**src/rtl/serial_subtractor.sv**
```systemverilog
`default_nettype none
// ============================================================================
//  Module      : serial_subtractor
//  Description : Bit-serial unsigned subtractor computing a - b - bin over
//                WIDTH clock cycles, LSB first, through one full-subtractor
//                cell with a registered borrow.
//  Ports       : clk        - clock, all state updates on rising edge
//                rst        - asynchronous active-high reset
//                start      - operation request, sampled only while ready=1
//                a, b       - minuend / subtrahend, captured on accepted start
//                bin        - initial borrow-in, captured on accepted start
//                ready      - high only while idle
//                done       - one-cycle pulse, result valid
//                diff       - registered difference, held until next done
//                borrow_out - registered final borrow, held until next done
//  Revision    : 1.0 - initial release
// ============================================================================
module serial_subtractor #(
    parameter int WIDTH = 8
) (
    input  logic             clk,
    input  logic             rst,
    input  logic             start,
    input  logic [WIDTH-1:0] a,
    input  logic [WIDTH-1:0] b,
    input  logic             bin,
    output logic             ready,
    output logic             done,
    output logic [WIDTH-1:0] diff,
    output logic             borrow_out
);

    localparam int c_CNT_W = $clog2(WIDTH) + 1;

    localparam logic [1:0] c_IDLE  = 2'd0;
    localparam logic [1:0] c_SHIFT = 2'd1;
    localparam logic [1:0] c_DONE  = 2'd2;

    // Counter value while the WIDTH-th (final) bit is being processed.
    localparam logic [c_CNT_W-1:0] c_LAST = c_CNT_W'(WIDTH - 1);

    logic [1:0]         state_q, state_d;
    logic [WIDTH-1:0]   sa_q, sb_q, pd_q;
    logic               br_q;
    logic [c_CNT_W-1:0] cnt_q;
    logic [WIDTH-1:0]   diff_q;
    logic               borrow_q;

    logic               w_x, w_y, w_d, w_br_next;
    logic [WIDTH-1:0]   w_pd_next;
    logic               w_accept, w_last;

    // Full-subtractor cell on the current LSB pair.
    assign w_x       = sa_q[0];
    assign w_y       = sb_q[0];
    assign w_d       = w_x ^ w_y ^ br_q;
    assign w_br_next = (~w_x & w_y) | (~(w_x ^ w_y) & br_q);
    assign w_pd_next = {w_d, pd_q[WIDTH-1:1]};

    assign w_accept  = (state_q == c_IDLE) && start;
    assign w_last    = (state_q == c_SHIFT) && (cnt_q == c_LAST);

    // State register
    always_ff @(posedge clk or posedge rst) begin
        if (rst) begin
            state_q <= c_IDLE;
        end else begin
            state_q <= state_d;
        end
    end

    // Next-state logic
    always_comb begin
        state_d = state_q;
        case (state_q)
            c_IDLE:  state_d = start ? c_SHIFT : c_IDLE;
            c_SHIFT: state_d = (cnt_q == c_LAST) ? c_DONE : c_SHIFT;
            c_DONE:  state_d = c_IDLE;
            default: state_d = c_IDLE;  // unused encoding recovers to idle
        endcase
    end

    // Output decode
    always_comb begin
        ready = 1'b0;
        done  = 1'b0;
        case (state_q)
            c_IDLE:  ready = 1'b1;
            c_DONE:  done  = 1'b1;
            default: begin
                ready = 1'b0;
                done  = 1'b0;
            end
        endcase
    end

    // Datapath: operand shifters, borrow, partial result and bit counter.
    always_ff @(posedge clk or posedge rst) begin
        if (rst) begin
            sa_q  <= '0;
            sb_q  <= '0;
            pd_q  <= '0;
            br_q  <= 1'b0;
            cnt_q <= '0;
        end else if (w_accept) begin
            sa_q  <= a;
            sb_q  <= b;
            pd_q  <= '0;
            br_q  <= bin;
            cnt_q <= '0;
        end else if (state_q == c_SHIFT) begin
            sa_q  <= {1'b0, sa_q[WIDTH-1:1]};
            sb_q  <= {1'b0, sb_q[WIDTH-1:1]};
            pd_q  <= w_pd_next;
            br_q  <= w_br_next;
            cnt_q <= cnt_q + c_CNT_W'(1);
        end
    end

    // Result registers update only on the final shift edge, so the outputs
    // never expose a partially assembled difference.
    always_ff @(posedge clk or posedge rst) begin
        if (rst) begin
            diff_q   <= '0;
            borrow_q <= 1'b0;
        end else if (w_last) begin
            diff_q   <= w_pd_next;
            borrow_q <= w_br_next;
        end
    end

    assign diff       = diff_q;
    assign borrow_out = borrow_q;

endmodule
`default_nettype wire

```
**config.mk**
```make
export PLATFORM = sky130hd
export DESIGN_NAME = serial_subtractor
export DESIGN_NICKNAME = d
export VERILOG_FILES = /design/src/rtl/serial_subtractor.sv
export SDC_FILE = /design/constraint.sdc
export NUM_CORES = 1
export LEC_CHECK = 0
export BUFFER_PORTS_ARGS = -buffer_cell sky130_fd_sc_hd__buf_4
export CORE_ASPECT_RATIO = 1.4
export CORE_MARGIN = 2
export CORE_UTILIZATION = 30
export CTS_CLUSTER_DIAMETER = 200
export DETAILED_ROUTE_END_ITERATION = 10
export GPL_TIMING_DRIVEN = 0
export HOLD_SLACK_MARGIN = 0.03
export PLACE_DENSITY = 0.44
export REMOVE_ABC_BUFFERS = 1
export SLEW_MARGIN = 10
export SYNTH_ARGS = -nofsm -noshare
export SYNTH_HDL_FRONTEND = slang
export SYNTH_SLANG_ARGS = --single-unit
```
**constraint.sdc**
```tcl
create_clock -name clk -period 2.2 [get_ports clk]
set_input_delay 0.55 -clock clk [delete_from_list [all_inputs] [get_ports clk]]
set_output_delay 0.55 -clock clk [all_outputs]
set_load 0.05 [all_outputs]
```
Word-level counts from Yosys, hierarchy flattened
Cells that the tools add are included.
Widths: inputs -> output; s select.
{"block": "op_classes", "n_mux": 15, "n_reduce_logical": 4, "bitwise": 7, "eq_ne": 3, "addsub": 1}
{"cell": "$mux 8", "count": 6}
{"cell": "$mux 4", "count": 2}
{"cell": "$mux 1", "count": 5}
{"cell": "$add 4x1->4 const B", "count": 1}
{"cell": "$eq 4x3->1 const B", "count": 1}
{"cell": "$pmux 2 s2", "count": 1}
{"cell": "$and 1x1->1", "count": 2}
{"cell": "$eq 2x1->1 const B", "count": 1}
{"cell": "$eq 2x2->1 const B", "count": 1}
{"cell": "$logic_and 1x1->1", "count": 2}
{"cell": "$logic_not 2->1", "count": 1}
{"cell": "$mux 2", "count": 1}
{"cell": "$not 1->1", "count": 2}
{"cell": "$reduce_bool 2->1", "count": 1}
{"cell": "$xor 1x1->1", "count": 2}
{"cell": "$or 1x1->1", "count": 1}
{"block": "totals", "out_inout_bits": 11, "register_bits": 40}

Depth between registers and ports, before layout
Gate-level depths: netlist (run 1).
{"block": "depth", "depth_word": 6, "mapped_depth": 5, "mapped_depth_nobuf": 4}

Worst setup path before layout (run 1)
Ideal clock, no wire load.
{"block": "synth_timing", "path_type": "register to output", "from": "reg state_q[0]", "to": "out done", "slack_ps": 541, "required_ps": 1650, "arrival_ps": 1109, "path_stages_with_launch": 2, "path_cell_list": "dfrtp_1 -> nor2b_1"}
{"block": "synth_between", "elab_chain_len": 2}
{"element": "from (decl)", "line_no": "42", "text": "logic [1:0] state_q, state_d;"}
{"element": "from (signal assigned)", "line_no": "66", "text": "state_q <= c_IDLE;"}
{"element": "from (signal assigned)", "line_no": "68", "text": "state_q <= state_d;"}
{"element": "$eq 2x2->1", "line_no": "87", "text": "case (state_q)"}
{"element": "$mux 1", "line_no": "87"}
{"element": "to (decl)", "line_no": "28", "text": "output logic done,"}
No other way between the ends.

Worst setup path after layout (run 1)
{"block": "layout_timing", "from": "reg state_q[1]", "to": "reg diff_q[5] (netlist: diff[5])"}
{"block": "layout_between", "elab_chain_len": 2}
{"element": "$eq 2x1->1", "line_no": "61", "text": "assign w_last = (state_q == c_SHIFT) && (cnt_q == c_LAST);"}
{"element": "$logic_and 1x1->1", "line_no": "61"}
{"element": "to (signal assigned)", "line_no": "127", "text": "diff_q <= w_pd_next;"}
{"element": "to (decl)", "line_no": "46", "text": "logic [WIDTH-1:0] diff_q;"}
No other way between the ends.
A chain may end at the register's enable or synchronous reset.

==> impl_metrics.env, run 1 <==
export IMPL_status="complete, no violations"
export IMPL_syn2layout_area_growth_pct=27.58
export IMPL_yosys_cell_types_count=20
export IMPL_cpPeakStageDelay_ps=590
export IMPL_dp_cells=246
export IMPL_cts_resized=0
export IMPL_reg2reg_slack_ps=160
export IMPL_min_period_over_period_pct=92.59
export IMPL_internal_power_mw=1.889
export IMPL_relSlewSlack_pct=53.75
export IMPL_antenna_found_initial=0
export IMPL_finalNetCount=209
export IMPL_arrival_ps=2210
export IMPL_critical_path_class="reg -> reg"
export IMPL_insertion_delay_ps=290
export IMPL_switchingPower_mw=1.246
export IMPL_die_area_um2=6075
export IMPL_layout_commonest_cell="nand2_1"
export IMPL_grt_max_degree=28
export IMPL_final_area_um2=2090
export IMPL_grtUsageTotal_pct=12.14
export IMPL_worstPathCellList="nand2b_1, nor3_4, mux2_2"
export IMPL_io_pins=31
export IMPL_die_height_um=91.43
export IMPL_peakVddDrop_mv=0.4153
export IMPL_max_freq_ghz=0.4909
export IMPL_routed_wl_um=3292
export IMPL_cts_tree="built"
export IMPL_swShare_pct=39.73
export IMPL_final_hold_viol_count=0
export IMPL_yosys_warnings=0
export IMPL_rsz0062_at_grt="false"
export IMPL_powerDensity_nw_per_um2=1500
export IMPL_synth_cells=155
export IMPL_reg2regPathDepth=3
export IMPL_pwr_share_comb_pct=40.8
export IMPL_cts_sinks=39
export IMPL_tightest_slew_ps=693.3
export IMPL_cp_end_kind="register"
export IMPL_ant_nets=0
export IMPL_max_cap_viol_count=0
export IMPL_viasPerCell=4.622
export IMPL_diodes=0
export IMPL_core_area_um2=5236
export IMPL_routedWlPerCell_um=12.96
export IMPL_final_cell_mix="49 x nand2_1, 39 x dfrtp_1, 30 x buf_4"
export IMPL_pwr_share_seq_pct=39.3
export IMPL_ys_seq_area_share_pct=59.59
export IMPL_drive_gt1_share_pct=29.26
export IMPL_drc=0
export IMPL_synth_area_um2=1638
export IMPL_postCtsSetupBuffers=0
export IMPL_fin_setup_tns_ps=0
export IMPL_portBuffers=30
export IMPL_cp_slowest_cell="nor3_4"
export IMPL_vias=1174
export IMPL_min_period_ps=2037
export IMPL_die_w_um=66.45
export IMPL_grt_ovfl_total=0
export IMPL_post_dp_hpwl_um=2335
export IMPL_routabilityCongestion=0.6756
export IMPL_grt_first_pass_wirelength_um=5568
export IMPL_fin_worst_skew_ps=6.736
export IMPL_timing_rr_end="diff[5]$_DFFE_PP0P_"
export IMPL_worst_path_max_fanout=15
export IMPL_hold_path_class="in -> async"
export IMPL_start_kind="register"
export IMPL_setup_violations=0
export IMPL_avgSynthCellArea_um2=10.57
export IMPL_placementRows=31
export IMPL_grt_pass1_vias=1146
export IMPL_placed_area_um2=1972
export IMPL_p_leak_nw=1.011
export IMPL_final_max_slew_viol_count=0
export IMPL_path_buf_inv=0
export IMPL_numCtsBuffers=5
export IMPL_cts_buffer_depth=2
export IMPL_dr_pass1_iters=4
export IMPL_cp_top_family="simple AND/OR/NAND/NOR gates"
export IMPL_p_clk_share_pct=19.9
export IMPL_htree_levels=2
export IMPL_root_buffer="clkbuf_8"
export IMPL_reg2reg_from="state_q[1]$_DFF_PP0_"
export IMPL_cts_clk_slew_worst_paths_ps=80
export IMPL_power_mw=3.135
export IMPL_whs_ps=201.3
export IMPL_hold_buffers=0
export IMPL_floorplan_initialDensity_pct=31.28
export IMPL_cp_required_ps=2380
export IMPL_drtIter0Drc=84
export IMPL_ys_seq_elements=39
export IMPL_fin_cells=254
-- Yosys cell counts (all sizes together) --
master | count | area, um^2
a21o | 1 | 7.510
a221o | 1 | 10.01
a22oi | 13 | 97.59
buf | 4 | 20.02
clkbuf | 5 | 18.77
dfrtp | 39 | 975.9
fa | 1 | 20.02
ha | 1 | 12.51
inv | 4 | 15.01
mux2 | 8 | 90.09
mux2i | 3 | 30.03
nand2 | 49 | 183.9
nand2b | 3 | 18.77
nand4 | 1 | 6.260
nor2 | 2 | 7.510
nor2b | 2 | 12.51
nor3 | 1 | 16.27
nor3b | 2 | 15.01
o21ai | 13 | 65.06
o21bai | 2 | 15.01
-- worst max-delay path by stage --
stage,start,endpoint,slack (ps),cells after the start
6_report,state_q[1]$_DFF_PP0_,diff[5]$_DFFE_PP0P_,160,3
2_1_floorplan,start,cnt_q[1]$_DFFE_PP0P_,-240,2
3_5_place_dp,state_q[1]$_DFF_PP0_,diff[5]$_DFFE_PP0P_,100,3
3_3_place_gp,start,sb_q[3]$_DFFE_PP0P_,-1510,3
4_1_cts,state_q[1]$_DFF_PP0_,diff[5]$_DFFE_PP0P_,90,3
5_1_grt,state_q[1]$_DFF_PP0_,diff[5]$_DFFE_PP0P_,4,3
-- flip-flops by register name, summed over array words and instances, names as in the netlist --
register,flops
cnt_q,4
pd_q,7
br_q,1
sa_q,8
sb_q,8
borrow_out,1
diff,8
state_q,2
-- logic make-up (layout without fill, tap and decap cells) --
group | Yosys count | in the layout | synth area share, %
DFF | 39 | 39 | 59.59
AOI/OAI and AO/OA | 30 | 30 | 11.92
buffers and inverters | 13 | 46 | 3.285
adders and majority gates | 2 | 2 | 1.986
and+or+nand+nor | 60 | 60 | 15.89
muxes | 11 | 11 | 7.334
-- metrics by stage --
step / worst slack (ps) / util (%)
floorplan: -241.4 / -
global placement: -1506 / 36.42
detailed placement: 103.3 / 37.66
CTS: 94.62 / 39.90
global route: 4.339 / 39.90
finish: 163.0 / 39.90
-- power groups by stage --
stage,clock (mW),sequential (mW),combinational [mW]
after floorplan,0,1.50,0.625
after global placement,0,1.24,1.24
after detailed placement,0,1.25,1.31
after CTS,0.646,1.24,1.31
after global routing,0.674,1.29,1.42
final,0.623,1.23,1.28
-- per-layer routing --
layer | wire, um | share of wire [%] | global-route usage, % | up-vias
met1 | 1475 | 45 | 15.53 | 566
li1 | - | - | - | 581
met2 | 1630 | 50 | 19.00 | 22
met3 | 119 | 3.6 | 3.346 | 5
met5 | 0 | 0 | 0 | -
met4 | 67 | 2.0 | 5.102 | 0
-- final cells by class --
class                   instances  area, um^2
clock buffers                   6       82.58
clock inverters                 2       35.03
fillers                       530        3147
inverters                       4       15.01
multi-input cells             103       619.3
flip-flops and latches         39       975.9
well taps                      66       82.58
repair buffers                 34       279.0
No activity file was read; power rests on OpenSTA's default activity.
==> run 2: changes to the inputs <==
--- a/config.mk
+++ b/config.mk
@@ -5,7 +5,7 @@
 export SDC_FILE = /design/constraint.sdc
 export NUM_CORES = 1
 export LEC_CHECK = 0
-export BUFFER_PORTS_ARGS = -buffer_cell sky130_fd_sc_hd__buf_4
+export BUFFER_PORTS_ARGS = -buffer_cell sky130_fd_sc_hd__clkbuf_2
 export CORE_ASPECT_RATIO = 1.4
 export CORE_MARGIN = 2
 export CORE_UTILIZATION = 30
==> impl_metrics.env, run 2 (synthesized netlist as in run 1, its figures left out) <==
export IMPL_fin_worst_skew_ps=5.435
export IMPL_hold_path_class="in -> async"
export IMPL_insertion_delay_ps=280
export IMPL_post_place_ws_ps=67.70
export IMPL_floorplan_initialDensity_pct=31.28
export IMPL_grt_first_pass_wirelength_um=5637
export IMPL_worst_path_max_fanout=15
export IMPL_reg2reg_from="state_q[1]$_DFF_PP0_"
export IMPL_drtIter0Drc=47
export IMPL_cts_tree="built"
export IMPL_diodes=0
export IMPL_fin_ws_ps=201.0
export IMPL_grt_max_degree=28
export IMPL_peakVddDrop_mv=0.4436
export IMPL_fin_setup_tns_ps=0
export IMPL_syn2layout_area_growth_pct=20.32
export IMPL_cp_end_kind="register"
export IMPL_status="complete, no violations"
export IMPL_final_max_slew_viol_count=0
export IMPL_grt_ovfl_total=0
export IMPL_final_cell_mix="49 x nand2_1, 39 x dfrtp_1, 30 x clkbuf_2"
export IMPL_path_buf_inv=0
export IMPL_tightest_slew_ps=700.7
export IMPL_routedWlPerCell_um=12.44
export IMPL_min_period_ps=1999
export IMPL_routed_wl_um=3161
export IMPL_drive_gt1_share_pct=28.19
export IMPL_cp_top_family="simple AND/OR/NAND/NOR gates"
export IMPL_viasPerCell=4.673
export IMPL_cts_sinks=39
export IMPL_worstPathCellList="nand2b_1, nor3_4, mux2_2"
export IMPL_rsz0062_at_grt="false"
export IMPL_drc=0
export IMPL_cts_buffer_depth=2
export IMPL_die_w_um=66.45
export IMPL_cp_slowest_cell="nor3_4"
export IMPL_layout_commonest_cell="nand2_1"
export IMPL_htree_levels=2
export IMPL_critical_path_class="reg -> reg"
export IMPL_cts_resized=0
export IMPL_utilization_pct=37.63
export IMPL_placementRows=31
export IMPL_post_dp_hpwl_um=2227
export IMPL_root_buffer="clkbuf_8"
export IMPL_cts_clk_slew_worst_paths_ps=70
export IMPL_start_kind="register"
export IMPL_ant_nets=0
export IMPL_reg2regPathDepth=3
export IMPL_grt_pass1_vias=1211
export IMPL_antenna_found_initial=0
export IMPL_whs_ps=184.2
export IMPL_timing_rr_end="diff[1]$_DFFE_PP0P_"
export IMPL_relSlewSlack_pct=53.25
export IMPL_min_period_over_period_pct=90.86
export IMPL_powerDensity_nw_per_um2=1466
export IMPL_reg2reg_slack_ps=200
export IMPL_fill_cells=541
export IMPL_max_cap_viol_count=0
export IMPL_die_height_um=91.43
export IMPL_cpPeakStageDelay_ps=570
export IMPL_cp_required_ps=2370
export IMPL_postCtsSetupBuffers=0
export IMPL_final_hold_viol_count=0
export IMPL_io_pins=31
export IMPL_arrival_ps=2170
export IMPL_power_mw=2.889
export IMPL_vias=1187
export IMPL_die_area_um2=6075
export IMPL_setup_violations=0
export IMPL_p_leak_nw=0.9704
export IMPL_numCtsBuffers=5
export IMPL_grtUsageTotal_pct=12.12
export IMPL_routabilityCongestion=0.6623
export IMPL_hold_buffers=0
export IMPL_finalNetCount=209
export IMPL_max_freq_ghz=0.5002
export IMPL_portBuffers=30
export IMPL_core_area_um2=5236
export IMPL_dr_pass1_iters=4
==> run 2: where the power goes <==
| part | leakage, nW | switching [mW] | internal, mW |
|---|---|---|---|
| logic | 0.437 | 0.787 | 0.412 |
| registers | 0.491 | 0.197 | 1.04 |
| clock network | 0.0422 | 0.234 | 0.222 |
| total | 0.970 | 1.22 | 1.67 |
==> run 2: area by class of cell <==
| type | count | area, um^2 | area share [%] |
|---|---|---|---|
| Sequential cell | 39 | 975.9 | 49.52 |
| Multi-Input combinational cell | 103 | 619.3 | 31.43 |
| Timing Repair Buffer | 34 | 196.4 | 9.968 |
| Tap cell | 66 | 82.58 | 4.190 |
| Clock buffer | 7 | 76.32 | 3.873 |
| Inverter | 4 | 15.01 | 0.7619 |
| Clock inverter | 1 | 5.005 | 0.2540 |
==> run 2: through the flow <==
stage / instance area (um^2) / cells
floorplan: 1599 / 146
global placement: 1832 / 242
detailed placement: 1886 / 246
CTS: 1967 / 254
global route: 1971 / 254
finish: 1971 / 254
==> run 2: worst max path at each step <==
| stage | startpoint | end | slack [ps] | cells past startpoint |
|---|---|---|---|---|
| floorplan | start | cnt_q[1]$_DFFE_PP0P_ | -240 | 2 |
| detailed placement | start | cnt_q[2]$_DFFE_PP0P_ | 70 | 4 |
| CTS | state_q[1]$_DFF_PP0_ | diff[1]$_DFFE_PP0P_ | 130 | 3 |
| global route | state_q[1]$_DFF_PP0_ | diff[1]$_DFFE_PP0P_ | 10 | 3 |
| finish | state_q[1]$_DFF_PP0_ | diff[1]$_DFFE_PP0P_ | 200 | 3 |
| global placement | start | sb_q[3]$_DFFE_PP0P_ | -1400 | 3 |
==> run 2: worst register-to-register path, stage by stage, from the launching register on <==
cell      delay (ps)
dfrtp_1          440
nand2b_1         480
nor3_4           570
mux2_2           400
==> run 2: per-layer routing <==
| layer | part of all wire, % | up-vias | wire (um) | track usage, % |
|---|---|---|---|---|
| met4 | 1.8 | 0 | 58 | 4.592 |
| li1 | - | 580 | - | - |
| met2 | 49 | 22 | 1561 | 19.67 |
| met3 | 3.8 | 5 | 120 | 3.717 |
| met1 | 45 | 580 | 1421 | 14.83 |
| met5 | 0 | - | 0 | 0 |
==> run 3: changes to the inputs <==
--- a/config.mk
+++ b/config.mk
@@ -13,7 +13,6 @@
 export DETAILED_ROUTE_END_ITERATION = 10
 export GPL_TIMING_DRIVEN = 0
 export HOLD_SLACK_MARGIN = 0.03
-export PLACE_DENSITY = 0.44
 export REMOVE_ABC_BUFFERS = 1
 export SLEW_MARGIN = 10
 export SYNTH_ARGS = -nofsm -noshare
==> impl_metrics.env, run 3 (synthesized netlist as in run 1, its figures left out) <==
export IMPL_cts_buffer_depth=2
export IMPL_cpPeakStageDelay_ps=570
export IMPL_start_kind="register"
export IMPL_ff_latch_area_um2=975.9
export IMPL_ant_nets=0
export IMPL_min_period_over_period_pct=88.69
export IMPL_routedWlPerCell_um=11.95
export IMPL_peakVddDrop_mv=0.4363
export IMPL_power_mw=3.131
export IMPL_rsz0062_at_grt="false"
export IMPL_multi_input_area_um2=619.3
export IMPL_utilization_pct=38.69
export IMPL_fill_cells=526
export IMPL_grtUsageTotal_pct=11.57
export IMPL_min_period_ps=1951
export IMPL_fin_ws_ps=248.9
export IMPL_switchingPower_mw=1.221
export IMPL_p_clk_share_pct=22.2
export IMPL_cp_end_kind="register"
export IMPL_grt_max_degree=30
export IMPL_dr_pass1_iters=4
export IMPL_diodes=0
export IMPL_hold_path_class="in -> async"
export IMPL_die_w_um=66.45
export IMPL_max_cap_viol_count=0
export IMPL_drtIter0Drc=61
export IMPL_cp_slowest_cell="nor3_4"
export IMPL_final_max_slew_viol_count=0
export IMPL_antenna_found_initial=0
export IMPL_cts_resized=0
export IMPL_cts_sinks=39
export IMPL_viasPerCell=4.701
export IMPL_fin_worst_skew_ps=8.428
export IMPL_routed_wl_um=3036
export IMPL_cts_tree="built"
export IMPL_internal_power_mw=1.910
export IMPL_dp_cells=246
export IMPL_vias=1194
export IMPL_htree_levels=2
export IMPL_core_area_um2=5236
export IMPL_worst_path_max_fanout=15
export IMPL_status="complete, no violations"
export IMPL_insertion_delay_ps=290
export IMPL_cts_clk_slew_worst_paths_ps=80
export IMPL_grt_pass1_vias=1207
export IMPL_worstPathCellList="nand2b_1, nor3_4, mux2_2"
export IMPL_postCtsSetupBuffers=0
export IMPL_final_cell_mix="49 x nand2_1, 39 x dfrtp_1, 30 x clkbuf_2"
export IMPL_layout_commonest_cell="nand2_1"
export IMPL_swShare_pct=39.00
export IMPL_routabilityCongestion=0.6977
export IMPL_grt_ovfl_total=0
export IMPL_max_freq_ghz=0.5125
export IMPL_tightest_slew_ps=723.8
export IMPL_fin_cells=254
export IMPL_final_hold_viol_count=0
export IMPL_die_area_um2=6075
export IMPL_finalNetCount=209
export IMPL_post_dp_hpwl_um=2149
export IMPL_arrival_ps=2130
export IMPL_syn2layout_area_growth_pct=23.68
export IMPL_numCtsBuffers=5
export IMPL_powerDensity_nw_per_um2=1546
export IMPL_hold_buffers=0
export IMPL_io_pins=31
export IMPL_portBuffers=30
export IMPL_drive_gt1_share_pct=28.72
export IMPL_grt_first_pass_wirelength_um=5423
export IMPL_cp_required_ps=2380
export IMPL_setup_violations=0
export IMPL_placementRows=31
export IMPL_critical_path_class="reg -> reg"
export IMPL_root_buffer="clkbuf_8"
export IMPL_relSlewSlack_pct=51.71
export IMPL_drc=0
export IMPL_post_place_ws_ps=136.7
export IMPL_floorplan_initialDensity_pct=31.28
export IMPL_die_height_um=91.43
export IMPL_pwr_share_seq_pct=39.5
export IMPL_p_leak_nw=0.9947
export IMPL_pwr_share_comb_pct=38.4
## run 3: metal layers
layer,vias to the layer above,global-route usage (%),part of all wire [%]
li1,582,-,-
met4,0,5.272,1.4
met5,-,0,0
met1,575,14.38,45
met2,32,18.83,49
met3,5,2.478,4.5
## run 3: final timing paths
path,start,endpoint,slack (ps),cells past startpoint
worst max-delay path,state_q[1]$_DFF_PP0_,diff[6]$_DFFE_PP0P_,250,3
worst min-delay path,rst,diff[1]$_DFFE_PP0P_,160,2
worst min register to register,sb_q[0]$_DFFE_PP0P_,sb_q[0]$_DFFE_PP0P_,470,2
worst max register to register,state_q[1]$_DFF_PP0_,diff[6]$_DFFE_PP0P_,250,3
min in group clk,b[3],sb_q[3]$_DFFE_PP0P_,470,3
max in group asynchronous,rst,sa_q[7]$_DFFE_PP0P_,1610,3
## run 3: power by group through the flow
stage / logic, mW / registers, mW / clock network (mW)
2_1_floorplan: 0.625 / 1.50 / 0
3_3_place_gp: 1.16 / 1.24 / 0
3_5_place_dp: 1.22 / 1.25 / 0
4_1_cts: 1.23 / 1.24 / 0.714
5_1_grt: 1.35 / 1.28 / 0.739
6_report: 1.20 / 1.24 / 0.694
## run 3: worst max-delay path: cells and delay by family (launching register included)
kind	cells	cell delay [ps]
AND/OR/NAND/NOR	2	1000
multiplexers	1	400
flip-flops	1	430
## run 3: final cells by class
| cell class | instances | area share (%) |
|---|---|---|
| inverter | 4 | 0.7412 |
| sequential | 39 | 48.18 |
| tap | 66 | 4.077 |
| timing repair buffer | 34 | 9.883 |
| clock buffer | 6 | 3.582 |
| multi-input combinational | 103 | 30.57 |
| clock inverter | 2 | 2.965 |
## run 3: through the flow
| step | setup TNS [ps] | cell area [um^2] | hold slack (ps) |
|---|---|---|---|
| global route | 0 | 2026 | 172.2 |
| CTS | 0 | 2022 | 162.0 |
| finish | 0 | 2026 | 160.4 |
| global placement | -35570 | 1832 | 459.6 |
| floorplan | -5006 | 1599 | 445.7 |
| detailed placement | 0 | 1889 | 462.7 |
